$ cat src/rtl/lcd_pkg.sv
// lcd_pkg: HD44780-style command/character constants and scheduler state encoding.
package lcd_pkg;
   localparam logic [7:0] CMD_FUNC_SET = 8'h3C;
   localparam logic [7:0] CMD_DISP_ON  = 8'h0C;
   localparam logic [7:0] CMD_ENTRY    = 8'h06;
   localparam logic [7:0] CMD_CLEAR    = 8'h01;
   localparam logic [7:0] CMD_HOME     = 8'h02;
   localparam logic [7:0] CMD_LINE1    = 8'h80;
   localparam logic [7:0] CMD_LINE2    = 8'hC0;
   localparam logic [7:0] CH_DIGIT0    = 8'h30;
   localparam logic [7:0] CH_DIGIT9    = 8'h39;
   localparam logic [7:0] CH_PLUS      = 8'h2B;
   localparam logic [7:0] CH_MINUS     = 8'h2D;
   localparam logic [7:0] CH_EQUAL     = 8'h3D;
   localparam logic [7:0] CH_BLANK     = 8'h20;
   typedef enum logic [2:0] {
      ST_INIT_WAIT,
      ST_INIT_CMD,
      ST_IDLE,
      ST_SETUP,
      ST_E_HI,
      ST_HOLD,
      ST_BUSY_WAIT
   } state_e;
   function automatic logic [7:0] init_cmd(input logic [1:0] idx);
      return idx == 2'd0 ? CMD_FUNC_SET : idx == 2'd1 ? CMD_DISP_ON : idx == 2'd2 ? CMD_ENTRY : CMD_CLEAR;
   endfunction
   // clear and home need the long busy time of the controller
   function automatic logic is_slow(input logic rs, input logic [7:0] data);
      return !rs && (data == CMD_CLEAR || data == CMD_HOME);
   endfunction
endpackage

$ cat src/rtl/lcd_tick_gen.sv
// lcd_tick_gen: one-clock tick pulse every DIV clocks, counter restarts on reset.
module lcd_tick_gen #(
   parameter int DIV = 5
) (
   input  logic clk,
   input  logic rst,
   output logic tick_o
);
   localparam int CW = $clog2(DIV);
   logic [CW-1:0] cnt_q, cnt_d;
   always_comb begin
      tick_o = cnt_q == CW'(DIV - 1);
      cnt_d  = tick_o ? '0 : cnt_q + 1'b1;
   end
   always_ff @(posedge clk) begin
      if (!rst) cnt_q <= '0;
      else      cnt_q <= cnt_d;
   end
endmodule

$ cat src/rtl/lcd_bus_sched.sv
// lcd_bus_sched: two-port write arbiter and timing sequencer for a write-only character LCD,
// including the power-up init command sequence.
module lcd_bus_sched
   import lcd_pkg::*;
#(
   parameter int DIV        = 5,
   parameter int INIT_TICKS = 70,
   parameter int SLOW_TICKS = 200
) (
   input  logic       clk,
   input  logic       rst,
   input  logic       req0,
   input  logic       req1,
   input  logic       rs0,
   input  logic       rs1,
   input  logic [7:0] data0,
   input  logic [7:0] data1,
   output logic       ack0,
   output logic       ack1,
   output logic       ready,
   output logic       lcd_e,
   output logic       lcd_rs,
   output logic       lcd_rw,
   output logic [7:0] lcd_data
);
   localparam int WMAX = INIT_TICKS > SLOW_TICKS ? INIT_TICKS : SLOW_TICKS;
   localparam int WW   = $clog2(WMAX + 1);
   state_e        state_q, state_d, nxt_st;
   logic [WW-1:0] wait_q, wait_d;
   logic [1:0]    idx_q, idx_d;
   logic          init_q, init_d;
   logic          rs_q, rs_d;
   logic [7:0]    data_q, data_d;
   logic          last_q, last_d;
   logic          tick, any_req, gnt, go, slow, wait_done, counting, fin;
   lcd_tick_gen #(.DIV(DIV)) u_tick (
      .clk    (clk),
      .rst    (rst),
      .tick_o (tick)
   );
   always_ff @(posedge clk) begin
      if (!rst) begin
         state_q <= ST_INIT_WAIT;
         wait_q  <= '0;
         idx_q   <= '0;
         init_q  <= 1'b1;
         rs_q    <= 1'b0;
         data_q  <= '0;
         last_q  <= 1'b1;
      end else begin
         state_q <= state_d;
         wait_q  <= wait_d;
         idx_q   <= idx_d;
         init_q  <= init_d;
         rs_q    <= rs_d;
         data_q  <= data_d;
         last_q  <= last_d;
      end
   end
   // on a tie the port that lost last time wins; a lone request is granted directly
   always_comb begin
      any_req   = req0 | req1;
      gnt       = (req0 & req1) ? ~last_q : req1;
      go        = state_q == ST_IDLE && tick && any_req;
      slow      = is_slow(rs_q, data_q);
      wait_done = state_q == ST_INIT_WAIT ? wait_q == WW'(INIT_TICKS - 1) : wait_q == WW'(SLOW_TICKS - 1);
      nxt_st    = init_q && idx_q != 2'd3 ? ST_INIT_CMD : ST_IDLE;
   end
   always_comb begin
      state_d = state_q;
      if (tick) begin
         case (state_q)
            ST_INIT_WAIT: if (wait_done) state_d = ST_INIT_CMD;
            ST_INIT_CMD:  state_d = ST_SETUP;
            ST_IDLE:      if (any_req) state_d = ST_SETUP;
            ST_SETUP:     state_d = ST_E_HI;
            ST_E_HI:      state_d = ST_HOLD;
            ST_HOLD:      state_d = slow ? ST_BUSY_WAIT : nxt_st;
            ST_BUSY_WAIT: if (wait_done) state_d = nxt_st;
            default:      state_d = ST_INIT_WAIT;
         endcase
      end
   end
   // fin marks the tick on which a command has fully completed (including any busy wait)
   always_comb begin
      counting = state_q == ST_INIT_WAIT || state_q == ST_BUSY_WAIT;
      fin      = tick && ((state_q == ST_HOLD && !slow) || (state_q == ST_BUSY_WAIT && wait_done));
      wait_d   = !counting ? '0 : !tick ? wait_q : wait_done ? '0 : wait_q + 1'b1;
      idx_d    = fin && init_q ? idx_q + 2'd1 : idx_q;
      init_d   = fin && init_q && idx_q == 2'd3 ? 1'b0 : init_q;
      rs_d     = go ? (gnt ? rs1 : rs0) : (tick && state_q == ST_INIT_CMD) ? 1'b0 : rs_q;
      data_d   = go ? (gnt ? data1 : data0) : (tick && state_q == ST_INIT_CMD) ? init_cmd(idx_q) : data_q;
      last_d   = go ? gnt : last_q;
   end
   always_comb begin
      ack0     = go & ~gnt;
      ack1     = go & gnt;
      ready    = state_q == ST_IDLE;
      lcd_e    = state_q == ST_E_HI;
      lcd_rs   = rs_q;
      lcd_rw   = 1'b0;
      lcd_data = data_q;
   end
endmodule

$ cat config.mk
export PLATFORM = sky130hd
export DESIGN_NAME = lcd_bus_sched
export DESIGN_NICKNAME = d
export VERILOG_FILES = /design/src/rtl/lcd_pkg.sv /design/src/rtl/lcd_tick_gen.sv /design/src/rtl/lcd_bus_sched.sv
export SDC_FILE = /design/constraint.sdc
export NUM_CORES = 1
export LEC_CHECK = 0
export CORE_MARGIN = 8
export CORE_UTILIZATION = 45
export CTS_CLUSTER_SIZE = 28
export DETAILED_ROUTE_END_ITERATION = 6
export GPL_ROUTABILITY_DRIVEN = 0
export PLACE_DENSITY = 0.75
export SLEW_MARGIN = 30
export SYNTH_ARGS = -nofsm -noshare
export SYNTH_HDL_FRONTEND = slang
export SYNTH_SLANG_ARGS = --single-unit
$ cat constraint.sdc
create_clock -name clk -period 1.8 [get_ports clk]
set_input_delay 0.36 -clock clk [delete_from_list [all_inputs] [get_ports clk]]
set_output_delay 0.36 -clock clk [all_outputs]
set_load 0.03 [all_outputs]
==> results.json <==
{
  "violations": "setup timing",
  "whs_ps": 512.6,
  "ff2ff_path_depth": 4,
  "startpoint": "wait_q[5]",
  "p_leak_nw": 1.040,
  "crit_cells": 4,
  "cts_root_buf": "clkbuf_8",
  "final_cell_area_um2": 2450,
  "die_area_um2": 5900,
  "wl_per_cell_um": 14.82,
  "crit_path_max_fanout": 3,
  "place_area_um2": 2233,
  "ioPinCount": 36,
  "crit_family": "simple AND/OR/NAND/NOR gates",
  "drv_cap": 0,
  "finalMaxSlewViolations": 0,
  "holdPathStages": 2,
  "worstReg2RegStart": "wait_q[5]",
  "grt_pass1_vias": 1677,
  "drt_iter0_drc": 164,
  "hold_start": "last_q",
  "ff2ff_setup_slack_ps": -20,
  "crit_slowest_cell": "or4b_4",
  "synth_area_um2": 1664,
  "register_area_um2": 553.0,
  "clock_latency_ps": 280,
  "portBuffers": 34,
  "status": "finished with violations",
  "final-setup-viol-count": 2,
  "numCtsBuffers": 3,
  "synth_flop_cell": "dfxtp_1",
  "start_util": 0.4615,
  "critPathMaxStageDelay_ps": 540,
  "drive_above_1_share": 0.2773,
  "finalNetCount": 287,
  "synth_top_cell_by_area": "dfxtp_1",
  "startpoint_type": "flop",
  "period_needed_ps": 1820,
  "vias_per_cell": 5.405,
  "finalHoldViolCount": 0,
  "async_flop_share": 0,
  "syn_area_per_cell_um2": 8.578,
  "cp.arrival_ps": 2020,
  "die_width_um": 76.81,
  "synth_common_cells": "dfxtp_1 (27), nand2_1 (22), mux2i_1 (12), nor2_1 (12)",
  "grt_first_pass_wirelength_um": 7576,
  "multi_input_area_um2": 1152,
  "dr_total_vias": 1643,
  "total_power_mw": 1.136,
  "cts.sinks": 27,
  "max_freq_mhz": 549.4,
  "crit_buf_inv": 0,
  "cellPowerDensity_nw_per_um2": 463.7,
  "antenna_found_initial": 0,
  "yosysMostFrequentCell": "dfxtp_1",
  "h-tree-depth": 1,
  "dp_hpwl_um": 3282,
  "synth_top_area_frac": 0.3248,
  "rsz0062_at_grt": "true",
  "irDropWorstVdd_v": 0.0002452,
  "area_growth_pct": 47.22,
  "track_usage": 0.1489,
  "fp.dieH_um": 76.81,
  "cts_tree": "built",
  "synth_cell_type_count": 45,
  "core_um2": 3606,
  "yosysWarningCount": 0,
  "drtPass1Iterations": 4,
  "cp_data_required_time_ps": 2000,
  "ys_ff_latch": 27,
  "drcViolationCount": 0,
  "hold_class": "reg2reg",
  "rows": 22,
  "ys_seq_area_frac": 0.3248,
  "syn-num-nets": 224,
  "totalWireLength_um": 4504,
  "grt_max_degree": 23,
  "antenna_cells": 0,
  "clk_pin_slew_worst_paths_ps": 100,
  "synth_area_leaders": "dfxtp_1 (32%), mux2i_1 (7.2%), ha_1 (6.0%)",
  "fin_crit_sh": 1.011,
  "crit_type": "reg2reg",
  "finClkSkew_ps": 4.458,
  "final.setup.worst_slack_ps": -20.13,
  "antenna_left": 0,
  "grt_remaining_overflow": 0,
  "crit_path_end_kind": "flop",
  "clk_path_buf_depth": 2,
  "synth_edf_count": 0,
  "synthCells": 194,
  "path_cells": "or4b_4 -> o41a_1 -> nand3b_4 -> o31ai_4",
  "fillers": 285
}
==> routing by layer <==
metal	up-vias	routed length, um	GRT usage
li1	813	-	-
met1	780	1921	0.1788
met2	41	2263	0.2540
met3	9	239	0.03263
met4	0	79	0.05000
met5	-	0	0
==> registers in the layout, summed over array words and instances, names as in the netlist <==
| register | count |
|---|---|
| idx_q | 2 |
| init_q | 1 |
| last_q | 1 |
| lcd_data | 8 |
| lcd_rs | 1 |
| state_q | 3 |
| u_tick.cnt_q | 3 |
| wait_q | 8 |
==> metrics by stage <==
step	worst slack [ps]	util	cells	TNS, ps
global route	-73.86	0.6794	304	-268.3
CTS	2.852	0.6509	301	0
floorplan	67.21	-	194	0
finish	-20.13	0.6794	304	-34.02
detailed placement	-56.27	0.6194	293	-131.0
global placement	-21.18	0.6194	293	-21.18
==> worst min-delay path: cells and delay by family (launching register included) <==
family        cells  cell delay, ps
flops             1             340
simple gates      2             130
==> report_power, final <==
group | switching [mW] | leakage, nW | internal (mW)
registers | 0.00729 | 0.221 | 0.602
logic | 0.0625 | 0.797 | 0.0984
clock network | 0.208 | 0.0217 | 0.158
==> path summary, 6_finish.rpt <==
| check | endpoint |
|---|---|
| worst max-delay path | state_q[0] |
| worst min register to register | last_q |
| worst max register to register | state_q[0] |
| worst min-delay path | last_q |
==> repair_timing <==
item                                    CTS  global route
endpoints found under the setup margin    2             8
gates resized for setup                  13            18
buffers inserted                          5             3
pin swaps                                 3             9
hold buffers                              0             0
cloned                                    0             0
==> cells in the final DEF, fill, tap and decap left out, types with 3 or more instances in the layout <==
cell,instances
buf_4,34
clkdlybuf4s50_1,27
nand2_1,21
dfxtp_1,21
mux2i_1,12
nor2_1,10
a21oi_1,8
ha_1,7
inv_1,6
nor3_1,6
nor2b_1,6
o21ai_0,6
o21a_1,6
nor3b_1,5
xnor2_1,5
nand3_1,5
and3_1,4
mux2_2,4
dfxtp_2,4
o211a_1,3
clkbuf_8,3
dlymetal6s2s_1,3
==> area by class of cell <==
| type | instances | area share |
|---|---|---|
| multi-input combinational | 150 | 0.4704 |
| timing repair buffer | 67 | 0.2472 |
| sequential | 27 | 0.2257 |
| tap | 48 | 0.02451 |
| clock buffer | 3 | 0.01685 |
| inverter | 8 | 0.01226 |
| clock inverter | 1 | 0.003064 |
==> cell families (layout without fill, tap and decap cells) <==
| family | after synthesis | count (layout) | synth area share |
|---|---|---|---|
| multiplexers | 16 | 16 | 0.09925 |
| flip-flops | 27 | 27 | 0.3248 |
| AO/OA/AOI/OAI | 39 | 39 | 0.1699 |
| other | 1 | 1 | 0.002253 |
| adder cells (fa/ha/maj) | 8 | 8 | 0.06015 |
| XOR/XNOR | 7 | 7 | 0.03684 |
| buffers and inverters | 17 | 79 | 0.04361 |
| AND/OR/NAND/NOR | 79 | 79 | 0.2632 |
Power figures use the tool's default switching activity.
